$ cat src/rtl/config_pkg.sv
// rtl/config_pkg.sv - shared state encoding and default sizing for the config loader
//
// Purpose: FSM state type and default parameter values shared by config_loader
//          and config_word_serializer.
// Ports:   none (package).
package config_pkg;

  localparam int unsigned DEF_WORD_WIDTH   = 8;
  localparam int unsigned DEF_CHAIN_LENGTH = 24;
  localparam int unsigned DEF_CLEAR_CYCLES = 2;

  typedef enum logic [1:0] {
    ST_IDLE  = 2'd0,
    ST_CLEAR = 2'd1,
    ST_SHIFT = 2'd2,
    ST_DONE  = 2'd3
  } state_e;

endpackage

$ cat src/rtl/config_word_serializer.sv
// rtl/config_word_serializer.sv - one-word buffer that shifts a config word out MSB-first
//
// Purpose: holds one host word and presents one bit per cycle, MSB first, for
//          nbits_i bits; lower bits beyond nbits_i are never presented.
// Ports:
//   clock, reset   single clock, synchronous active-high reset
//   load_i         capture word_i/nbits_i this cycle (only when empty or on last bit)
//   word_i         word to serialize
//   nbits_i        number of upper bits of word_i to emit
//   bit_o          registered current bit (0 whenever valid_o is low)
//   valid_o        registered: bit_o is a real chain bit this cycle
//   last_o         current bit is the last bit of the buffered word
//   ready_next_o   next cycle the buffer will be empty or on its last bit
module config_word_serializer
  import config_pkg::*;
#(
  parameter int unsigned WORD_WIDTH = DEF_WORD_WIDTH,
  parameter int unsigned CNT_W      = $clog2(WORD_WIDTH + 1)
) (
  input  logic                  clock,
  input  logic                  reset,
  input  logic                  load_i,
  input  logic [WORD_WIDTH-1:0] word_i,
  input  logic [CNT_W-1:0]      nbits_i,
  output logic                  bit_o,
  output logic                  valid_o,
  output logic                  last_o,
  output logic                  ready_next_o
);

  logic [WORD_WIDTH-1:0] sreg_q, sreg_d;
  logic [CNT_W-1:0]      cnt_q, cnt_d;
  logic                  valid_q, valid_d;

  always_comb begin
    sreg_d  = sreg_q;
    cnt_d   = cnt_q;
    valid_d = valid_q;
    if (load_i) begin
      sreg_d  = word_i;
      cnt_d   = nbits_i;
      valid_d = (nbits_i != '0);
    end else if (valid_q) begin
      if (cnt_q == CNT_W'(1)) begin
        // Zero the register so chain_data reads 0 while the buffer is empty,
        // including the discarded low bits of a truncated final word.
        sreg_d  = '0;
        cnt_d   = '0;
        valid_d = 1'b0;
      end else begin
        sreg_d = {sreg_q[WORD_WIDTH-2:0], 1'b0};
        cnt_d  = cnt_q - CNT_W'(1);
      end
    end
  end

  always_ff @(posedge clock) begin
    if (reset) begin
      sreg_q  <= '0;
      cnt_q   <= '0;
      valid_q <= 1'b0;
    end else begin
      sreg_q  <= sreg_d;
      cnt_q   <= cnt_d;
      valid_q <= valid_d;
    end
  end

  assign bit_o        = sreg_q[WORD_WIDTH-1];
  assign valid_o      = valid_q;
  assign last_o       = valid_q && (cnt_q == CNT_W'(1));
  assign ready_next_o = !valid_d || (cnt_d == CNT_W'(1));

endmodule

$ cat src/rtl/config_loader.sv
// rtl/config_loader.sv - loads host config words serially into a downstream shift chain
//
// Purpose: on start, clears the chain for CLEAR_CYCLES cycles, then accepts
//          ceil(CHAIN_LENGTH/WORD_WIDTH) host words and shifts exactly
//          CHAIN_LENGTH bits MSB-first into the chain, then pulses done.
// Ports:
//   clock, reset                 single clock, synchronous active-high reset
//   start                        one-cycle load request (ignored unless idle)
//   word_data/word_valid/word_ready  host word handshake
//   chain_data/chain_enable      serial bit and shift enable to the chain
//   chain_nreset                 active-low chain clear
//   busy                         load in progress (CLEAR or SHIFT)
//   done                         one-cycle pulse after the last chain bit
module config_loader
  import config_pkg::*;
#(
  parameter int unsigned WORD_WIDTH   = DEF_WORD_WIDTH,
  parameter int unsigned CHAIN_LENGTH = DEF_CHAIN_LENGTH,
  parameter int unsigned CLEAR_CYCLES = DEF_CLEAR_CYCLES
) (
  input  logic                  clock,
  input  logic                  reset,
  input  logic                  start,
  input  logic [WORD_WIDTH-1:0] word_data,
  input  logic                  word_valid,
  output logic                  word_ready,
  output logic                  chain_data,
  output logic                  chain_enable,
  output logic                  chain_nreset,
  output logic                  busy,
  output logic                  done
);

  localparam int unsigned NUM_WORDS  = (CHAIN_LENGTH + WORD_WIDTH - 1) / WORD_WIDTH;
  localparam int unsigned TAIL_BITS  = CHAIN_LENGTH % WORD_WIDTH;
  localparam int unsigned BIT_CNT_W  = $clog2(CHAIN_LENGTH + 1);
  localparam int unsigned WORD_CNT_W = $clog2(NUM_WORDS + 1);
  localparam int unsigned CLR_CNT_W  = (CLEAR_CYCLES > 1) ? $clog2(CLEAR_CYCLES) : 1;
  localparam int unsigned SER_CNT_W  = $clog2(WORD_WIDTH + 1);

  state_e                state_q, state_d;
  logic [BIT_CNT_W-1:0]  bit_cnt_q, bit_cnt_d;
  logic [WORD_CNT_W-1:0] word_cnt_q, word_cnt_d;
  logic [CLR_CNT_W-1:0]  clr_cnt_q, clr_cnt_d;
  logic                  word_ready_q, word_ready_d;
  logic                  busy_q, busy_d;
  logic                  done_q, done_d;
  logic                  nreset_q, nreset_d;

  logic                  accept;
  logic                  last_bit;
  logic [SER_CNT_W-1:0]  load_nbits;
  logic                  ser_bit, ser_valid, ser_last, ser_ready_next;

  assign accept = word_valid && word_ready_q;

  // Final word of a chain that is not a whole number of words only
  // contributes its upper TAIL_BITS bits.
  assign load_nbits = ((TAIL_BITS != 0) && (word_cnt_q == WORD_CNT_W'(NUM_WORDS - 1)))
                    ? SER_CNT_W'(TAIL_BITS) : SER_CNT_W'(WORD_WIDTH);

  // The final chain bit is always the last bit of the final word.
  assign last_bit = ser_last && (bit_cnt_q == BIT_CNT_W'(CHAIN_LENGTH - 1));

  config_word_serializer #(
    .WORD_WIDTH (WORD_WIDTH),
    .CNT_W      (SER_CNT_W)
  ) u_serializer (
    .clock        (clock),
    .reset        (reset),
    .load_i       (accept),
    .word_i       (word_data),
    .nbits_i      (load_nbits),
    .bit_o        (ser_bit),
    .valid_o      (ser_valid),
    .last_o       (ser_last),
    .ready_next_o (ser_ready_next)
  );

  always_comb begin
    state_d    = state_q;
    bit_cnt_d  = bit_cnt_q;
    word_cnt_d = word_cnt_q;
    clr_cnt_d  = clr_cnt_q;
    case (state_q)
      ST_IDLE: begin
        if (start) begin
          state_d    = ST_CLEAR;
          bit_cnt_d  = '0;
          word_cnt_d = '0;
          clr_cnt_d  = '0;
        end
      end
      ST_CLEAR: begin
        if (clr_cnt_q == CLR_CNT_W'(CLEAR_CYCLES - 1)) begin
          state_d = ST_SHIFT;
        end else begin
          clr_cnt_d = clr_cnt_q + CLR_CNT_W'(1);
        end
      end
      ST_SHIFT: begin
        if (accept) begin
          word_cnt_d = word_cnt_q + WORD_CNT_W'(1);
        end
        // Counter only advances on cycles that actually emit a bit, so a
        // host underrun stalls it without losing or repeating bits.
        if (ser_valid) begin
          bit_cnt_d = bit_cnt_q + BIT_CNT_W'(1);
        end
        if (last_bit) begin
          state_d = ST_DONE;
        end
      end
      default: begin
        state_d = ST_IDLE;
      end
    endcase

    // Outputs are registered from next-state so they line up with the state.
    // word_ready is raised one cycle ahead when the buffer will be free (or on
    // its last bit) so a continuously valid host sees no enable gaps.
    word_ready_d = (state_d == ST_SHIFT) && ser_ready_next
                && (word_cnt_d < WORD_CNT_W'(NUM_WORDS));
    busy_d       = (state_d == ST_CLEAR) || (state_d == ST_SHIFT);
    done_d       = (state_d == ST_DONE);
    nreset_d     = (state_d != ST_CLEAR);
  end

  always_ff @(posedge clock) begin
    if (reset) begin
      state_q      <= ST_IDLE;
      bit_cnt_q    <= '0;
      word_cnt_q   <= '0;
      clr_cnt_q    <= '0;
      word_ready_q <= 1'b0;
      busy_q       <= 1'b0;
      done_q       <= 1'b0;
      nreset_q     <= 1'b0;
    end else begin
      state_q      <= state_d;
      bit_cnt_q    <= bit_cnt_d;
      word_cnt_q   <= word_cnt_d;
      clr_cnt_q    <= clr_cnt_d;
      word_ready_q <= word_ready_d;
      busy_q       <= busy_d;
      done_q       <= done_d;
      nreset_q     <= nreset_d;
    end
  end

  assign word_ready   = word_ready_q;
  assign chain_data   = ser_bit;
  assign chain_enable = ser_valid;
  assign chain_nreset = nreset_q;
  assign busy         = busy_q;
  assign done         = done_q;

endmodule

$ cat config.mk
export PLATFORM = sky130hd
export DESIGN_NAME = config_loader
export DESIGN_NICKNAME = d
export VERILOG_FILES = /design/src/rtl/config_pkg.sv /design/src/rtl/config_word_serializer.sv /design/src/rtl/config_loader.sv
export SDC_FILE = /design/constraint.sdc
export NUM_CORES = 1
export LEC_CHECK = 0
export ABC_AREA = 1
export CAP_MARGIN = 15
export CORE_ASPECT_RATIO = 0.75
export CORE_MARGIN = 1
export CORE_UTILIZATION = 50
export DETAILED_ROUTE_END_ITERATION = 8
export HOLD_SLACK_MARGIN = 0.06
export PLACE_DENSITY = 0.74
export SLEW_MARGIN = 15
export SYNTH_ARGS = -nofsm -noshare
export SYNTH_HDL_FRONTEND = slang
export SYNTH_HIERARCHICAL = 1
export SYNTH_SLANG_ARGS = --single-unit
$ cat constraint.sdc
create_clock -name clock -period 4.6 [get_ports clock]
set_clock_uncertainty 0.15 [all_clocks]
set_input_delay 0.69 -clock clock [delete_from_list [all_inputs] [get_ports clock]]
set_output_delay 0.69 -clock clock [all_outputs]
set_load 0.005 [all_outputs]
==> results of run 1 <==
[layout by cell type, fill, tap and decap left out]
cell and count:
a21oi_1 9, a31oi_1 7, clkbuf_4 3, clkdlybuf4s50_1 17, clkinvlp_4 1, conb_1 7
dfxtp_1 27, ha_1 6, inv_1 21, inv_2 5, nand2_1 50, nand2_2 2
nand3_1 17, nand3_2 3, nand4_1 4, nor2_1 21, nor2_2 2, nor3_1 2
o21ai_0 2, o21ai_1 1, o21bai_1 3, o21bai_2 1, o22ai_1 1, or2_0 1
or2_1 1
[per-layer routing]
metal,up-vias,GRT usage [%]
met1,526,28.9
li1,651,-
met3,4,5.79
met5,-,0
met2,33,32.9
met4,0,4.00
[worst reg2reg max path, delay by kind of cell (launching register included)]
family | cells | cell delay [ns]
AO/OA/AOI/OAI | 1 | 0.11
buffers and inverters | 2 | 0.45
flip-flops | 1 | 0.35
AND/OR/NAND/NOR | 9 | 0.87
[metrics by stage]
stage | instances | instance area [sq um] | power, mW | setup slack [ns] | utilization [%]
2_1_floorplan | 197 | 1360 | 0.271 | 2.68 | -
3_3_place_gp | 244 | 1550 | 0.291 | 1.91 | 64.0
3_5_place_dp | 244 | 1550 | 0.292 | 1.80 | 64.0
4_1_cts | 248 | 1580 | 0.395 | 2.14 | 65.3
5_1_grt | 248 | 1580 | 0.412 | 1.95 | 65.3
6_report | 248 | 1580 | 0.391 | 2.14 | 65.3
[worst min-delay path by stage]
stage                                 startpoint                      to  cells past startpoint
final                               bit_cnt_q[2]            bit_cnt_q[2]                      2
after floorplan                     bit_cnt_q[2]            bit_cnt_q[2]                      2
after CTS                 u_serializer/sreg_q[0]  u_serializer/sreg_q[0]                      2
after global routing                bit_cnt_q[2]            bit_cnt_q[2]                      2
after detailed placement            bit_cnt_q[2]            bit_cnt_q[2]                      2
after global placement              bit_cnt_q[2]            bit_cnt_q[2]                      2
[Yosys cell counts]
library cell,count
nand2_1,50
dfxtp_1,27
inv_1,21
nor2_1,21
nand3_1,17
a21oi_1,9
a31oi_1,7
ha_1,6
inv_2,5
nand4_1,4
nand3_2,3
o21bai_1,3
clkbuf_1,2
conb_1,2
nand2_2,2
nor2_2,2
nor3_1,2
o21ai_0,2
buf_2,1
buf_4,1
o21ai_1,1
o21bai_2,1
o22ai_1,1
or2_0,1
or2_1,1
[cell families after synthesis]
| kind of cell | after synthesis | synth area share [%] |
|---|---|---|
| other | 2 | 0.561 |
| and+or+nand+nor | 103 | 33.9 |
| buffers and inverters | 30 | 8.79 |
| DFF | 27 | 40.4 |
| adders and majority gates | 6 | 5.61 |
| AOI/OAI and AO/OA | 24 | 10.7 |
[registers in the layout (all words and copies together), names as in the netlist]
name and count:
u_serializer/sreg_q 8, bit_cnt_q 5, u_serializer/cnt_q 4, state_q 2, word_cnt_q 2, busy 1, chain_nreset 1, clr_cnt_q 1
done 1, u_serializer/valid_o 1, word_ready 1
[power by group through the flow]
stage / clock network, mW / logic (mW) / registers (mW)
floorplan: 0 / 0.0245 / 0.247
global placement: 0 / 0.0435 / 0.247
detailed placement: 0 / 0.0446 / 0.247
CTS: 0.108 / 0.0448 / 0.242
global route: 0.118 / 0.0513 / 0.243
finish: 0.105 / 0.0447 / 0.242
[cell type report]
type                            instances  area share, %
Multi-Input combinational cell        140           44.3
Sequential cell                        27           34.2
Timing Repair Buffer                   17           10.8
Inverter                               26           6.18
Tap cell                               34           2.69
Clock buffer                            3           1.43
Clock inverter                          1          0.475
==> impl_metrics.env, run 1 <==
export IMPL_status="finished clean"
export IMPL_route_met2_wl_mm=1.18
export IMPL_n_fill_cell=225
export IMPL_grt_setup_unrepaired="no"
export IMPL_synth_area_leaders="dfxtp_1, nand2_1, nand3_1"
export IMPL_drc=0
export IMPL_worstSetupStartpoint="word_valid"
export IMPL_areaGrowthSynthToFinish_pct=18.0
export IMPL_hold_class="reg2reg"
export IMPL_cts_repair_resized=0
export IMPL_first_pass_iters=4
export IMPL_globalplace_congestion=0.820
export IMPL_critical_path_max_stage_delay_ns=0.46
export IMPL_routedWlPerCell_um=10.8
export IMPL_place_hpwl_mm=2.10
export IMPL_via_per_inst=4.90
export IMPL_crit_end="word_ready"
export IMPL_seq_area_frac_synth_pct=40.4
export IMPL_cts_made_buffers=3
export IMPL_cts_tree="yes"
export IMPL_grt_max_degree=25
export IMPL_arrival_ns=2.59
export IMPL_design_portCount=18
export IMPL_register_area_sq_um=541
export IMPL_globalRouteTotalUtil_pct=20.8
export IMPL_placeableCoreArea_sq_um=2420
export IMPL_path_class="in2reg"
export IMPL_worstPathRequired_ns=4.74
export IMPL_drtIter0Drc=29
export IMPL_cpMostUsedCell="nand2_1"
export IMPL_reg2reg_slack_ns=2.61
export IMPL_cp_num_buf_inv=3
export IMPL_antenna_cells=0
export IMPL_htree_levels=1
export IMPL_clock_path_buffers=2
export IMPL_cp_start_kind="primary input"
export IMPL_p_comb_share_pct=11.4
export IMPL_die_area_sq_um=2890
export IMPL_fmax_ghz=0.407
export IMPL_clock_latency_ns=0.33
export IMPL_r2r_end="word_ready"
export IMPL_power_frac_clock_pct=26.7
export IMPL_crit_path_end_kind="flop"
export IMPL_yosysWarnings=6
export IMPL_ant_nets=0
export IMPL_synth_top_area_share_pct=40.4
export IMPL_synth_area_sq_um=1340
export IMPL_finalWirelength_mm=2.67
export IMPL_synth_area_leader_cell="dfxtp_1"
export IMPL_maxSlewViolCount=0
export IMPL_wl_met3_um=139
export IMPL_min_period_ns=2.46
export IMPL_seq_power_share_pct=61.8
export IMPL_io_buffers=17
export IMPL_wl_met1_mm=1.33
export IMPL_grt_first_pass_wirelength_mm=4.29
export IMPL_grt_ovfl_total=0
export IMPL_synthDistinctLibCells=25
export IMPL_synth_seq_cells=27
export IMPL_start_util_pct=55.3
export IMPL_avgSynthCellArea_sq_um=6.97
export IMPL_cp_depth=13
export IMPL_slew_headroom_pct=44.5
export IMPL_power_density_nw_per_um2=248
export IMPL_peakVddDrop_v=0.000160
export IMPL_p_leak_nw=0.663
export IMPL_cp_top_family="buffers and inverters"
export IMPL_drive_above_1_share_pct=7.94
export IMPL_hold_viol=0
export IMPL_worstReg2RegStart="word_ready"
export IMPL_clkSinkCount=27
export IMPL_worst_pin_slew_ns=0.830
export IMPL_multi_input_area_sq_um=699
export IMPL_dieHeight_um=46.8
export IMPL_worst_path_max_fanout=17
export IMPL_ctsRootBufferMaster="clkbuf_4"
export IMPL_path_clk_slew_ns=0.14
export IMPL_synthCells=192
export IMPL_internal_power_mw=0.293
export IMPL_setup_tns_final_ns=0
export IMPL_antenna_found_initial=0
export IMPL_die_w_um=61.8
export IMPL_cap_violations=0
export IMPL_cts_setup_buffers=0
export IMPL_grt_pass1_vias=1010
export IMPL_fin_crit_sh_pct=53.4
export IMPL_num_nets_final=233
export IMPL_setup_viol=0
export IMPL_highest_layer="met4"
export IMPL_crit_chain="clkdlybuf4s50_1, nand2_1, inv_1, nor2_2, nand2_1, nand2_1, nor2_1, nand3_2, o21bai_2, nand2_1, nor2_1, nand2_1, inv_1"
export IMPL_hold_buffers=0
export IMPL_slowest_stage="clkdlybuf4s50_1"
export IMPL_p_switching_mw=0.0980
export IMPL_reg2regPathDepth=12
export IMPL_rows=15
export IMPL_vias=1214
export IMPL_p_sw_share_pct=25.0
export IMPL_whs_ns=0.330
No activity file was read; power rests on OpenSTA's default activity.
==> run 2: changes to the inputs <==
==> constraint.sdc (replaced) <==
create_clock -name clock -period 2.3 [get_ports clock]
set_clock_uncertainty 0.15 [all_clocks]
set_input_delay 0.345 -clock clock [delete_from_list [all_inputs] [get_ports clock]]
set_output_delay 0.345 -clock clock [all_outputs]
set_load 0.005 [all_outputs]
==> run 2 against run 1 <==
Against the previous run: routed wire length up 2.1%; critical endpoint is now chain_enable; design area rose by 2.3%; clock-buffer cell count did not move; power increased by 100%.
==> impl_metrics.env, run 2 (synthesis gave the netlist of run 1 again) <==
export IMPL_status="finished clean"
export IMPL_worst_path_max_fanout=8
export IMPL_setup_viol=0
export IMPL_peakVddDrop_v=0.000373
export IMPL_final_common_cell="nand2_1"
export IMPL_grt_pass1_vias=1112
export IMPL_fin_crit_sh_pct=83.9
export IMPL_postLayoutCellArea_sq_um=1620
export IMPL_drtIter0Drc=45
export IMPL_cts_tree="yes"
export IMPL_finish_utilization_pct=66.8
export IMPL_most_common_layout_cells="nand2_1, dfxtp_1, inv_1, nor2_1"
export IMPL_die_area_sq_um=2890
export IMPL_clock_path_buffers=2
export IMPL_hold_buffers=0
export IMPL_power_density_nw_per_um2=496
export IMPL_ctsRootBufferMaster="clkbuf_4"
export IMPL_clock_latency_ns=0.34
export IMPL_io_buffers=17
export IMPL_path_class="reg2out"
export IMPL_slowest_stage="clkdlybuf4s50_1"
export IMPL_regMostFlops="u_serializer/sreg_q"
export IMPL_ant_nets=0
export IMPL_dieHeight_um=46.8
export IMPL_crit_path_end_kind="output pin"
export IMPL_p_switching_mw=0.207
export IMPL_internal_power_mw=0.595
export IMPL_antenna_cells=0
export IMPL_place_hpwl_mm=2.14
export IMPL_path_clk_slew_ns=0.16
export IMPL_design_portCount=18
export IMPL_start_util_pct=55.3
export IMPL_cts_repair_resized=0
export IMPL_routedWlPerCell_um=10.9
export IMPL_drive_above_1_share_pct=9.22
export IMPL_areaGrowthSynthToFinish_pct=20.7
export IMPL_hold_class="reg2reg"
export IMPL_min_period_ns=1.93
export IMPL_top_regs="u_serializer/sreg_q x8, bit_cnt_q x5, u_serializer/cnt_q x4"
export IMPL_htree_levels=1
export IMPL_place_area_sq_um=1590
export IMPL_cp_num_buf_inv=1
export IMPL_drc=0
export IMPL_finalWirelength_mm=2.73
export IMPL_largest_reg_flops=8
export IMPL_cts_setup_buffers=0
export IMPL_arrival_ns=1.43
export IMPL_critical_path_max_stage_delay_ns=0.56
export IMPL_cp_start_kind="flop"
export IMPL_grt_setup_unrepaired="no"
export IMPL_antenna_found_initial=0
export IMPL_globalplace_congestion=0.881
export IMPL_grt_max_degree=19
export IMPL_setup_ws_ns=0.370
export IMPL_placeableCoreArea_sq_um=2420
export IMPL_cap_violations=0
export IMPL_power_frac_clock_pct=27.7
export IMPL_num_nets_final=236
export IMPL_vias=1290
export IMPL_seq_power_share_pct=60.4
export IMPL_cp_top_family="buffers and inverters"
export IMPL_grt_ovfl_total=0
export IMPL_first_pass_iters=4
export IMPL_p_leak_nw=0.686
export IMPL_worstPathRequired_ns=1.80
export IMPL_cts_made_buffers=3
export IMPL_clkSinkCount=27
export IMPL_rows=15
export IMPL_globalRouteTotalUtil_pct=21.7
export IMPL_p_comb_share_pct=11.9
export IMPL_crit_chain="clkdlybuf4s50_1"
export IMPL_pre_cts_ws_ns=0.219
export IMPL_die_w_um=61.8
export IMPL_hold_viol=0
export IMPL_p_sw_share_pct=25.8
export IMPL_setup_tns_final_ns=0
export IMPL_grt_first_pass_wirelength_mm=4.46
export IMPL_via_per_inst=5.14
export IMPL_maxSlewViolCount=0
export IMPL_fmax_ghz=0.518
## run 2: cell types whose count changed in the layout (fill, tap and decap cells not counted), sizes merged
cell      delta
buf          +3
clkinvlp     -1
inv          +1
## run 2: worst reg2reg max path: stages (launching register included)
cell and delay [ns]:
dfxtp_1 0.42, ha_1 0.22, nand3_1 0.14, inv_1 0.09
nand4_1 0.11, nand2_1 0.13, inv_1 0.08, ha_1 0.21
nand2_1 0.07, nor2_1 0.04, nand2_1 0.06, inv_1 0.03
## run 2: stage by stage
stage               total power [mW]  hold WS [ns]  cells
floorplan                      0.543         0.264    197
finish                         0.802         0.319    251
global route                   0.839         0.357    251
global placement               0.586         0.297    247
CTS                            0.807         0.321    251
detailed placement             0.589         0.301    247
## run 2: path summary, 6_finish.rpt
| kind | start | endpoint | slack, ns | cells after the start |
|---|---|---|---|---|
| worst max-delay path | u_serializer/valid_o | chain_enable | 0.37 | 1 |
| worst min-delay path | bit_cnt_q[2] | bit_cnt_q[2] | 0.32 | 2 |
| worst max register to register | u_serializer/cnt_q[0] | word_ready | 0.48 | 11 |
| worst min register to register | bit_cnt_q[2] | bit_cnt_q[2] | 0.32 | 2 |
## run 2: metal layers
| layer | global-route usage (%) | share of wire, % | wire length, um |
|---|---|---|---|
| met1 | 26.1 | 47 | 1290 |
| met2 | 37.4 | 45 | 1220 |
| met3 | 6.34 | 6.4 | 175 |
| met4 | 8.00 | 1.4 | 39 |
| met5 | 0 | 0 | 0 |
## run 2: final cells by class
| type | instances | area [sq um] |
|---|---|---|
| clock buffers | 3 | 22.5 |
| clock inverters | 1 | 8.76 |
| fillers | 223 | 805 |
| inverters | 26 | 97.6 |
| multi-input cells | 140 | 699 |
| flip-flops and latches | 27 | 541 |
| well taps | 34 | 42.5 |
| repair buffers | 20 | 205 |
## run 2: power groups by stage
| stage | clock network (mW) | logic [mW] | registers, mW |
|---|---|---|---|
| final | 0.222 | 0.0954 | 0.484 |
| after global routing | 0.245 | 0.108 | 0.486 |
| after CTS | 0.228 | 0.0952 | 0.484 |
| after detailed placement | 0 | 0.0945 | 0.494 |
| after global placement | 0 | 0.0918 | 0.494 |
| after floorplan | 0 | 0.0489 | 0.494 |
==> run 3: changes to the inputs <==
--- a/config.mk
+++ b/config.mk
@@ -9,7 +9,7 @@
 export CAP_MARGIN = 15
 export CORE_ASPECT_RATIO = 0.75
 export CORE_MARGIN = 1
-export CORE_UTILIZATION = 50
+export CORE_UTILIZATION = 48
 export DETAILED_ROUTE_END_ITERATION = 8
 export HOLD_SLACK_MARGIN = 0.06
 export PLACE_DENSITY = 0.74
==> constraint.sdc (replaced) <==
create_clock -name clock -period 1.6 [get_ports clock]
set_clock_uncertainty 0.15 [all_clocks]
set_input_delay 0.24 -clock clock [delete_from_list [all_inputs] [get_ports clock]]
set_output_delay 0.24 -clock clock [all_outputs]
set_load 0.005 [all_outputs]
==> run 3 against run 2 <==
Against the previous run: the flow now finishes with violations (negative setup slack); critical path depth is 10 higher; non-clock buffer count is 33 higher; largest power group unchanged; power is 58% higher; critical path type is now reg2reg; clock power is 78% higher; sequential share of layout area is 5.8 points lower; flip-flop and latch count stayed put.
==> impl_metrics.env, run 3 (synthesis gave the netlist of run 1 again) <==
export IMPL_hold_class="reg2reg"
export IMPL_ctsRootBufferMaster="clkbuf_8"
export IMPL_regMostFlops="u_serializer/sreg_q"
export IMPL_path_clk_slew_ns=0.10
export IMPL_grt_setup_unrepaired="yes"
export IMPL_antenna_found_initial=0
export IMPL_fmax_ghz=0.617
export IMPL_placeableCoreArea_sq_um=2620
export IMPL_num_nets_final=269
export IMPL_globalRouteTotalUtil_pct=24.7
export IMPL_start_util_pct=51.0
export IMPL_grt_first_pass_wirelength_mm=5.59
export IMPL_io_buffers=17
export IMPL_setup_viol=1
export IMPL_n_fill_cell=200
export IMPL_setup_ws_ns=-0.0204
export IMPL_grt_pass1_vias=1320
export IMPL_most_common_layout_cells="nand2_1, buf_4, dfxtp_1, inv_1, nor2_1"
export IMPL_power_density_nw_per_um2=641
export IMPL_drtIter0Drc=65
export IMPL_p_leak_nw=0.861
export IMPL_antenna_cells=0
export IMPL_fin_crit_sh_pct=101
export IMPL_cp_start_kind="flop"
export IMPL_top_regs="u_serializer/sreg_q x8, bit_cnt_q x5, u_serializer/cnt_q x4"
export IMPL_clock_latency_ns=0.27
export IMPL_instances_no_fill=286
export IMPL_hold_buffers=0
export IMPL_die_area_sq_um=3010
export IMPL_clkSinkCount=27
export IMPL_dieHeight_um=47.7
export IMPL_place_hpwl_mm=2.37
export IMPL_crit_path_end_kind="flop"
export IMPL_die_w_um=63.0
export IMPL_setup_tns_final_ns=-0.0204
export IMPL_path_class="reg2reg"
export IMPL_drc=0
export IMPL_rows=16
export IMPL_first_pass_iters=4
export IMPL_cap_violations=0
export IMPL_htree_levels=1
export IMPL_drive_above_1_share_pct=30.0
export IMPL_grt_ovfl_total=0
export IMPL_areaGrowthSynthToFinish_pct=47.7
export IMPL_arrival_ns=1.65
export IMPL_worst_path_max_fanout=2
export IMPL_ant_nets=0
export IMPL_min_period_ns=1.62
export IMPL_largest_reg_flops=8
export IMPL_grt_max_degree=19
export IMPL_routedWlPerCell_um=12.7
export IMPL_vias=1462
export IMPL_clock_path_buffers=2
export IMPL_place_inst=274
export IMPL_violations="negative setup slack"
export IMPL_worstPathRequired_ns=1.63
export IMPL_maxSlewViolCount=0
export IMPL_design_portCount=18
export IMPL_finalPower_mw=1.27
export IMPL_cts_tree="yes"
export IMPL_via_per_inst=5.11
export IMPL_status="finished with violations"
export IMPL_cts_made_buffers=3
export IMPL_finalWirelength_mm=3.63
export IMPL_hold_viol=0
export IMPL_peakVddDrop_v=0.000928
export IMPL_final_common_cell="nand2_1"
export IMPL_globalplace_congestion=0.862
-- run 3: worst paths after layout --
| check | startpoint | slack [ns] | cells past startpoint | to |
|---|---|---|---|---|
| worst max register to register | u_serializer/cnt_q[1] | -0.02 | 11 | done |
| worst min register to register | bit_cnt_q[2] | 0.32 | 2 | bit_cnt_q[2] |
| worst max-delay path | u_serializer/cnt_q[1] | -0.02 | 11 | done |
| worst min-delay path | bit_cnt_q[2] | 0.32 | 2 | bit_cnt_q[2] |
-- run 3: worst max-delay path, cell delays in order (launching register included) --
cell     delay [ns]
dfxtp_2        0.36
inv_4          0.05
ha_4           0.17
nand3_4        0.08
inv_1          0.05
nand4_1        0.08
nand2_1        0.07
buf_4          0.13
buf_4          0.12
ha_1           0.18
inv_1          0.05
nor2_1         0.03
-- run 3: repair_timing --
item | 4_1_cts | 5_1_grt
setup endpoints to repair | 3 | 4
pin swaps | 11 | 9
setup buffers | 6 | 2
resized for setup | 15 | 18
-- run 3: layout make-up --
cell class | instances | area (sq um) | area share, %
inverters | 26 | 103 | 5.19
multi-input cells | 140 | 788 | 39.9
well taps | 36 | 45.0 | 2.28
clock inverters | 1 | 7.51 | 0.380
flip-flops and latches | 27 | 547 | 27.7
repair buffers | 53 | 445 | 22.5
clock buffers | 3 | 41.3 | 2.09
-- run 3: metrics by stage --
step	utilization, %	worst slack [ns]	area, sq um	hold WS (ns)
floorplan	-	0.0173	1360	0.159
global placement	67.2	-0.318	1760	0.298
detailed placement	67.2	-0.366	1760	0.301
CTS	72.5	0.00779	1900	0.315
global route	75.4	-0.102	1980	0.358
finish	75.4	-0.0204	1980	0.318
-- run 3: power breakdown --
group	switching [mW]	leakage, nW	internal, mW	total [mW]
Combinational	0.0866	0.618	0.0901	0.177
Sequential	0.00879	0.221	0.687	0.696
Clock	0.218	0.0217	0.177	0.395
Total	0.314	0.861	0.954	1.27
-- run 3: per-layer routing --
metal / share of wire [%] / vias to the layer above / GRT usage (%)
met4: 2.0 / 0 / 7.91
met3: 5.3 / 8 / 5.71
met2: 50 / 44 / 48.6
met1: 43 / 684 / 27.7
met5: 0 / - / 0
li1: - / 726 / -
